==> src/rtl/branch_resolve_unit.sv <==
// ID-stage branch resolver: operand forwarding, hazard stall sequencing and branch redirect.
// Optional BRANCH_STATS_EN adds saturating branch/taken/stall event counters.
module branch_resolve_unit #(
  parameter int unsigned WIDTH = 32
) (
  input  logic             CLK,
  input  logic             RST,
  input  logic             BRANCH_D,
  input  logic             BNE_D,
  input  logic [4:0]       RS_D,
  input  logic [4:0]       RT_D,
  input  logic [WIDTH-1:0] RD1_D,
  input  logic [WIDTH-1:0] RD2_D,
  input  logic [WIDTH-1:0] ALU_OUT_M,
  input  logic [4:0]       WRITE_REG_E,
  input  logic [4:0]       WRITE_REG_M,
  input  logic             REG_WRITE_E,
  input  logic             MEM_TO_REG_E,
  input  logic             REG_WRITE_M,
  input  logic             MEM_TO_REG_M,
  output logic [WIDTH-1:0] CMP_A,
  output logic [WIDTH-1:0] CMP_B,
  input  logic             CMP_EQ,
  output logic             STALL_F,
  output logic             STALL_D,
  output logic             FLUSH_E,
  output logic             PC_SRC_D,
  output logic             FLUSH_D,
  output logic             BUSY
`ifdef BRANCH_STATS_EN
  ,
  output logic [15:0]      BR_COUNT,
  output logic [15:0]      BR_TAKEN_COUNT,
  output logic [15:0]      STALL_COUNT
`endif
);

  typedef enum logic [1:0] {StIdle, StStall, StResolve} state_e;

  state_e     state_q, state_d;
  logic [1:0] cnt_q, cnt_d;

  logic rs_nz, rt_nz;
  logic hex_rs, hex_rt, lex_rs, lex_rt, lm_rs, lm_rt;
  logic need_one, need_two;
  logic stall, resolve;

  assign rs_nz = (RS_D != 5'd0);
  assign rt_nz = (RT_D != 5'd0);

  assign hex_rs = rs_nz & REG_WRITE_E & (WRITE_REG_E == RS_D) & ~MEM_TO_REG_E;
  assign hex_rt = rt_nz & REG_WRITE_E & (WRITE_REG_E == RT_D) & ~MEM_TO_REG_E;
  assign lex_rs = rs_nz & REG_WRITE_E & (WRITE_REG_E == RS_D) & MEM_TO_REG_E;
  assign lex_rt = rt_nz & REG_WRITE_E & (WRITE_REG_E == RT_D) & MEM_TO_REG_E;
  assign lm_rs  = rs_nz & MEM_TO_REG_M & (WRITE_REG_M == RS_D);
  assign lm_rt  = rt_nz & MEM_TO_REG_M & (WRITE_REG_M == RT_D);

  // A load in EX dominates: it needs two bubbles regardless of the other source.
  assign need_two = lex_rs | lex_rt;
  assign need_one = hex_rs | hex_rt | lm_rs | lm_rt;

  // Only ALU results are forwardable from MEM; load data arrives via the write-first regfile.
  always_comb begin
    CMP_A = RD1_D;
    CMP_B = RD2_D;
    if (rs_nz && (RS_D == WRITE_REG_M) && REG_WRITE_M && !MEM_TO_REG_M) CMP_A = ALU_OUT_M;
    if (rt_nz && (RT_D == WRITE_REG_M) && REG_WRITE_M && !MEM_TO_REG_M) CMP_B = ALU_OUT_M;
  end

  always_comb begin
    state_d = state_q;
    cnt_d   = cnt_q;
    stall   = 1'b0;
    resolve = 1'b0;
    unique case (state_q)
      StIdle: begin
        if (BRANCH_D) begin
          if (!need_one && !need_two) begin
            resolve = 1'b1;
          end else begin
            stall = 1'b1;
            if (need_two) begin
              state_d = StStall;
              cnt_d   = 2'd1;
            end else begin
              state_d = StResolve;
            end
          end
        end
      end
      StStall: begin
        if (!BRANCH_D) begin
          state_d = StIdle;
          cnt_d   = 2'd0;
        end else begin
          stall = 1'b1;
          cnt_d = (cnt_q != 2'd0) ? cnt_q - 2'd1 : 2'd0;
          if (cnt_q <= 2'd1) state_d = StResolve;
        end
      end
      StResolve: begin
        resolve = BRANCH_D;
        state_d = StIdle;
      end
      default: begin
        state_d = StIdle;
        cnt_d   = 2'd0;
      end
    endcase
    // Hold every control quiet while reset is asserted, independent of the clock.
    if (!RST) begin
      stall   = 1'b0;
      resolve = 1'b0;
    end
  end

  assign STALL_F  = stall;
  assign STALL_D  = stall;
  assign FLUSH_E  = stall;
  assign PC_SRC_D = resolve & (CMP_EQ ^ BNE_D);
  assign FLUSH_D  = PC_SRC_D;
  assign BUSY     = (state_q != StIdle);

  always_ff @(posedge CLK or negedge RST) begin
    if (!RST) begin
      state_q <= StIdle;
      cnt_q   <= 2'd0;
    end else begin
      state_q <= state_d;
      cnt_q   <= cnt_d;
    end
  end

`ifdef BRANCH_STATS_EN
  logic [15:0] br_count_q, br_taken_count_q, stall_count_q;

  always_ff @(posedge CLK or negedge RST) begin
    if (!RST) begin
      br_count_q       <= 16'd0;
      br_taken_count_q <= 16'd0;
      stall_count_q    <= 16'd0;
    end else begin
      if (resolve && br_count_q != 16'hFFFF) br_count_q <= br_count_q + 16'd1;
      if (PC_SRC_D && br_taken_count_q != 16'hFFFF) br_taken_count_q <= br_taken_count_q + 16'd1;
      if (STALL_D && stall_count_q != 16'hFFFF) stall_count_q <= stall_count_q + 16'd1;
    end
  end

  assign BR_COUNT       = br_count_q;
  assign BR_TAKEN_COUNT = br_taken_count_q;
  assign STALL_COUNT    = stall_count_q;
`endif

endmodule

==> config.mk <==
export PLATFORM = sky130hd
export DESIGN_NAME = branch_resolve_unit
export DESIGN_NICKNAME = d
export VERILOG_FILES = /design/src/rtl/branch_resolve_unit.sv
export SDC_FILE = /design/constraint.sdc
export NUM_CORES = 1
export LEC_CHECK = 0
export CORE_MARGIN = 2
export CORE_UTILIZATION = 24
export DETAILED_ROUTE_END_ITERATION = 7
export GPL_TIMING_DRIVEN = 0
export PLACE_DENSITY = 0.85
export SLEW_MARGIN = 30
export SYNTH_ARGS = -nofsm -noshare
export SYNTH_HDL_FRONTEND = slang
export SYNTH_SLANG_ARGS = --single-unit
==> constraint.sdc <==
create_clock -name CLK -period 2.3 [get_ports CLK]
set_input_delay 0.46 -clock CLK [delete_from_list [all_inputs] [get_ports CLK]]
set_output_delay 0.46 -clock CLK [all_outputs]
set_load 0.01 [all_outputs]
Yosys cells after proc, flatten, opt, wreduce, memory -nomap -nowiden
Index checks and enable logic that the tools add are counted.

cells by class
  $lt $le $gt $ge = 1
  equality and inequality tests = 12
  bitwise operators = 20
  add/subtract/negate cells = 1
  multiply operators = 0
  reductions and logical operators = 17
  div/mod/pow operators = 0
  multiplexer cells = 23
  shift-type cells = 0

operators by type and width
  cell                                                  count
  2-to-1 mux 32 bit                                     2
  equality test 5 bit                                   6
  2-to-1 mux 2 bit                                      10
  AND 1 bit                                             13
  nonzero test 5 bit                                    2
  logical AND 1 bit                                     7
  2-to-1 mux 1 bit                                      7
  != test 2 bit (second input constant)                 3
  case mux 2 bit (3 select lines)                       1
  bitwise OR 1 bit                                      4
  case mux 1 bit (2 select lines)                       2
  case mux 2 bit (2 select lines)                       1
  AND reduction 4 bit                                   1
  nonzero test 2 bit                                    2
  zero test 1 bit                                       3
  != test 3 bit (second input constant)                 1
  AND reduction 3 bit                                   1
  equality test 2 x 1 -> 1 bit (second input constant)  1
  equality test 2 bit (second input constant)           1
  <= comparator 2 x 1 -> 1 bit (second input constant)  1
  zero test 2 bit                                       1
  inverter 1 bit                                        2
  subtractor 2 x 1 -> 2 bit (second input constant)     1
  bitwise XOR 1 bit                                     1

storage, ports and cells
  ROM bits = 0
  input bits = 125
  flip-flop bits (word level) = 4
  output and inout bits = 70
  bits in writable memories = 0
  memories = 0
  bits in latches = 0
  word-level logic and storage cells = 76

Longest topological paths before layout
Gate-level depths: netlist (run 1).

  word-level depth = 14
  depth in mapped cells = 7
  mapped depth without buffers = 6

Least setup slack after synthesis (run 1)
No wires, ideal clock.

  path kind = input port to output port
  start = input port RS_D[3]
  end = output port PC_SRC_D
  path buffers = 1
  data arrival time = 2024 ps
  path slack = -184 ps
  data required time = 1840 ps
  cell stages on the path = 7
  path through = or4_4 -> o211ai_1 -> nor4_1 -> o21a_1 -> nand2b_1 -> a21oi_1 -> buf_4

between the ends
  word-level cells in the longest chain between the ends = 14
  elaborated cells on any way between the ends = 21

RTL lines
  element                              line    source
  start: declaration                   10      input logic [4:0] RS_D,
  nonzero test 5 bit                   48      assign rs_nz = (RS_D != 5'd0);
  AND 1 bit (2 in series)              51, 53
  AND 1 bit                            51      assign hex_rs = rs_nz & REG_WRITE_E & (WRITE_REG_E == RS_D) & ~MEM_TO_REG_E;
  bitwise OR 1 bit (3 in series)       60      assign need_one = hex_rs | hex_rt | lm_rs | lm_rt;
  zero test 1 bit                      78      if (!need_one && !need_two) begin
  logical AND 1 bit (*)                78
  2-to-1 mux 1 bit (*)                 78
  2-to-1 mux 1 bit (*)                 77      if (BRANCH_D) begin
  case mux 1 bit (2 select lines) (*)  75      unique case (state_q)
  2-to-1 mux 1 bit (*)                 111     if (!RST) begin
  AND 1 bit (*)                        120     assign PC_SRC_D = resolve & (CMP_EQ ^ BNE_D);
  end: declaration                     27      output logic PC_SRC_D,

Every way passes the cells marked *; elsewhere a longest branch is shown, timed or not.

Worst setup path in the final report (run 1)
  start = input port RT_D[1]
  end = output port CMP_B[11]

between the ends
  word-level cells in the longest chain between the ends = 5
  elaborated cells on any way between the ends = 6

RTL lines
  element                                                    line    source
  start: declaration                                         11      input logic [4:0] RT_D,
  equality test 5 bit or nonzero test 5 bit (tied branches)  67, 49
  logical AND 1 bit (*) (3 in series)                        67      if (rt_nz && (RT_D == WRITE_REG_M) && REG_WRITE_M && !MEM_TO_REG_M) CMP_B = ALU_OUT_M;
  2-to-1 mux 32 bit (*)                                      67
  end: declaration                                           22      output logic [WIDTH-1:0] CMP_B,

Marks and branches as above.

==> impl_results.md, run 1 <==
- Status: finished, violations left
- Failing checks: negative setup slack
- CTS Buf Count: 3
- Setup TNS: -29.61 ns
- Vias/cell: 4.57
- First-pass GRT wire length: 11,000 um
- Port buffer count: 194
- Clock Sinks: 4
- Worst EP required: between 1.5 and 2 ns
- Setup violations, final: 69
- Synth area leaders: mux2_4, xor2_1, dfrtp_1
- Hold/Removal Path Class: input pin to asynchronous set/reset pin
- Final wirelength: 7160 um
- Initial Utilization: 0.249
- I/O pin cnt: about 200
- Yosys warnings: 0
- Critical setup path kind: input pin to primary output
- Maxcap violations: 0
- Chip width: 85.2 um
- Placed Area: 0.00366 mm^2
- H-tree depth: 1
- CTS tree: yes
- Minimum clock period: 2.80 ns
- Final WS setup: -0.500 ns
- Initial DRT Pass Iterations: 4
- VDD IR-drop max: 0.364 mV
- Fmax: 357 MHz
- CTS hold repair buffers: 0
- Gr usage total: 0.188
- RD Place Congestion: 0.823
- Pwr dens: 214 mW/mm^2
- Multi-input gate area: ~0.0015 mm^2
- Fin crit share: 1.22
- Share of the synthesized area in the top cell type: 0.570
- Leakage: 0.00181 uW
- Core Region: 0.00635 mm^2
- Worst-skew pair later-pin latency: 0.22 ns
- Initial antenna violation count: 0
- Clk slew on worst S/H paths: roughly 0.03 ns
- Synthesized area: 0.00158 mm^2
- Largest area contributor in the netlist: mux2_4
- Fill count: between 500 and 600
- Synth Net Count: 261
- Crit-path max FO: 5
- Sequential Area: 100 um^2
- Post-DP HPWL: 5680 um
- Pin count of the biggest net entering global routing: 11
- Nets@finish: around 480
- Post-synthesis cell count: 136
- CP Launch Type: input pin
- Vias in the first global route: 2,149
- Setup repair after global routing missed its margin: true
- Antenna diode instance count: 0
- Chip height: around 85 um
- Die Area: 0.00725 mm^2
- Design Area, Final: just over 0.004 mm^2
- # rows: 29
- Syn Area/Cell: 11.6 um^2
- DRC viols: 0
- Worst setup EP type: primary output
- Max transition margin: 0.810
- Average wire per standard cell: ~17 um
- Final Core Density: 0.649
- CTS root buf: clkbuf_8
- CTS max path bufs: 2
- Area Overhead vs Synth: 161%
- Initial drt markers: 30
- Slew Limit Fails: 0
- Unique masters post-synth: 25
- Synth Register Bits: 4
- Antenna Nets Post-Route: 0
- Final Power: between 800 and 900 uW
- Share of cells above drive strength 1: 0.546
- Overflow after GRT: 0
- Clk_skew: 0.00223 ns
- Worst path arrival time: 2.34 ns
- Final Hold Fails: 0
- Sequential-to-total area share from yosys stat: 0.0633
- Routed vias: between 1,500 and 2,000
- Worst-Margin Slew: 0.284 ns
[cell families after synthesis]
family          Yosys count  synth area share
mux                      65             0.605
xor+xnor                 21             0.116
simple gates             20            0.0760
compound gates           13            0.0633
buf+inv                  13            0.0760
flops                     4            0.0633
[cell type report]
cell class / instances / share of cell area
Multi-Input combinational cell: 119 / 0.356
Clock buffer: 3 / 0.0100
Timing Repair Buffer: 213 / 0.549
Buffer: 9 / 0.0352
Inverter: 2 / 0.00182
Tap cell: 77 / 0.0234
Sequential cell: 4 / 0.0243
[power breakdown]
part           switching [uW]  internal (uW)  leakage (uW)
clock network            35.6            112     0.0000216
logic                     208            443       0.00173
registers                6.36           77.8     0.0000547
total                     250            632       0.00181
[repair_timing]
item,4_1_cts,5_1_grt
setup buffers,13,4
resized for setup,434,14
pin swaps,18,10
cloned,5,1
endpoints found under the setup margin,69,69
[routing by layer]
layer / vias up / routed length (um) / global-route usage
met2: 112 / 4030 / 0.385
met4: 0 / 69 / 0.0317
met1: 897 / 2430 / 0.193
li1: 936 / - / -
met3: 6 / 629 / 0.0389
met5: - / 0 / 0
[cell usage after synthesis (all sizes together)]
cell / count
o21ai: 1
nor2b: 1
nand2: 7
or4: 2
and3b: 2
o31ai: 1
nand2b: 1
buf: 11
a21oi: 4
o311a: 1
xor2: 13
o211ai: 4
inv: 2
dfrtp: 4
mux2: 65
nand3: 1
o211a: 1
nand4: 1
nor3: 1
o21a: 1
xnor2: 8
nor4: 4
[placed cells by master, fill, tap and decap left out, types with 2 or more instances in the layout]
| cell | n |
|---|---|
| o211ai_1 | 2 |
| mux2_4 | 62 |
| dlygate4sd2_1 | 5 |
| buf_16 | 2 |
| o211ai_4 | 2 |
| nand2_1 | 7 |
| a21oi_1 | 3 |
| xnor2_2 | 2 |
| clkdlybuf4s50_1 | 108 |
| nor4_4 | 2 |
| mux2_2 | 3 |
| xor2_1 | 13 |
| clkbuf_8 | 3 |
| buf_4 | 8 |
| buf_6 | 79 |
| xnor2_1 | 6 |
| buf_2 | 6 |
| inv_1 | 2 |
| buf_12 | 8 |
| buf_8 | 4 |
| dfrtp_1 | 4 |
| or4_4 | 2 |
[stage by stage]
step           worst slack [ns]  hold WS (ns)  cells
6_report                 -0.500         0.492    427
5_1_grt                  -0.553         0.518    427
4_1_cts                  -0.567         0.496    428
3_5_place_dp              -1.20         0.530    407
3_3_place_gp              -1.19         0.502    407
2_1_floorplan            -0.135         0.164    136
[worst paths after layout]
check                                  startpoint                      to  slack [ns]  depth (start not counted)
min in group CLK             cnt_q[1]$_DFFE_PN0P_    cnt_q[1]$_DFFE_PN0P_        0.53                          1
min reg2reg                  cnt_q[1]$_DFFE_PN0P_    cnt_q[1]$_DFFE_PN0P_        0.53                          1
max in group asynchronous                     RST    cnt_q[1]$_DFFE_PN0P_        1.59                          1
max                                       RT_D[1]               CMP_B[11]       -0.50                          9
min                                           RST  state_q[1]$_DFFE_PN0P_        0.49                          1
max reg2reg                state_q[1]$_DFFE_PN0P_    cnt_q[1]$_DFFE_PN0P_        1.20                          3
[registers in the layout, summed over array words and instances (netlist names)]
signal and flops:
state_q 2, cnt_q 2
[worst max-delay path: stages]
cell	delay, ns
buf_8	0.10
or4_4	0.54
o211ai_4	0.19
nor4_4	0.05
and3b_2	0.26
buf_12	0.16
buf_12	0.13
mux2_4	0.31
buf_6	0.13
No activity file was read; power rests on OpenSTA's default activity.
==> run 2, diff against run 1 <==
- CAP_MARGIN: not set -> 20
==> results of run 2 <==
The final DEF is identical to that of run 1; final timing and power are the same.
==> run 3, diff against run 2 <==
- CTS_CLUSTER_SIZE: not set -> 28
==> results of run 3 <==
The final DEF is identical to that of run 1; final timing and power are the same.
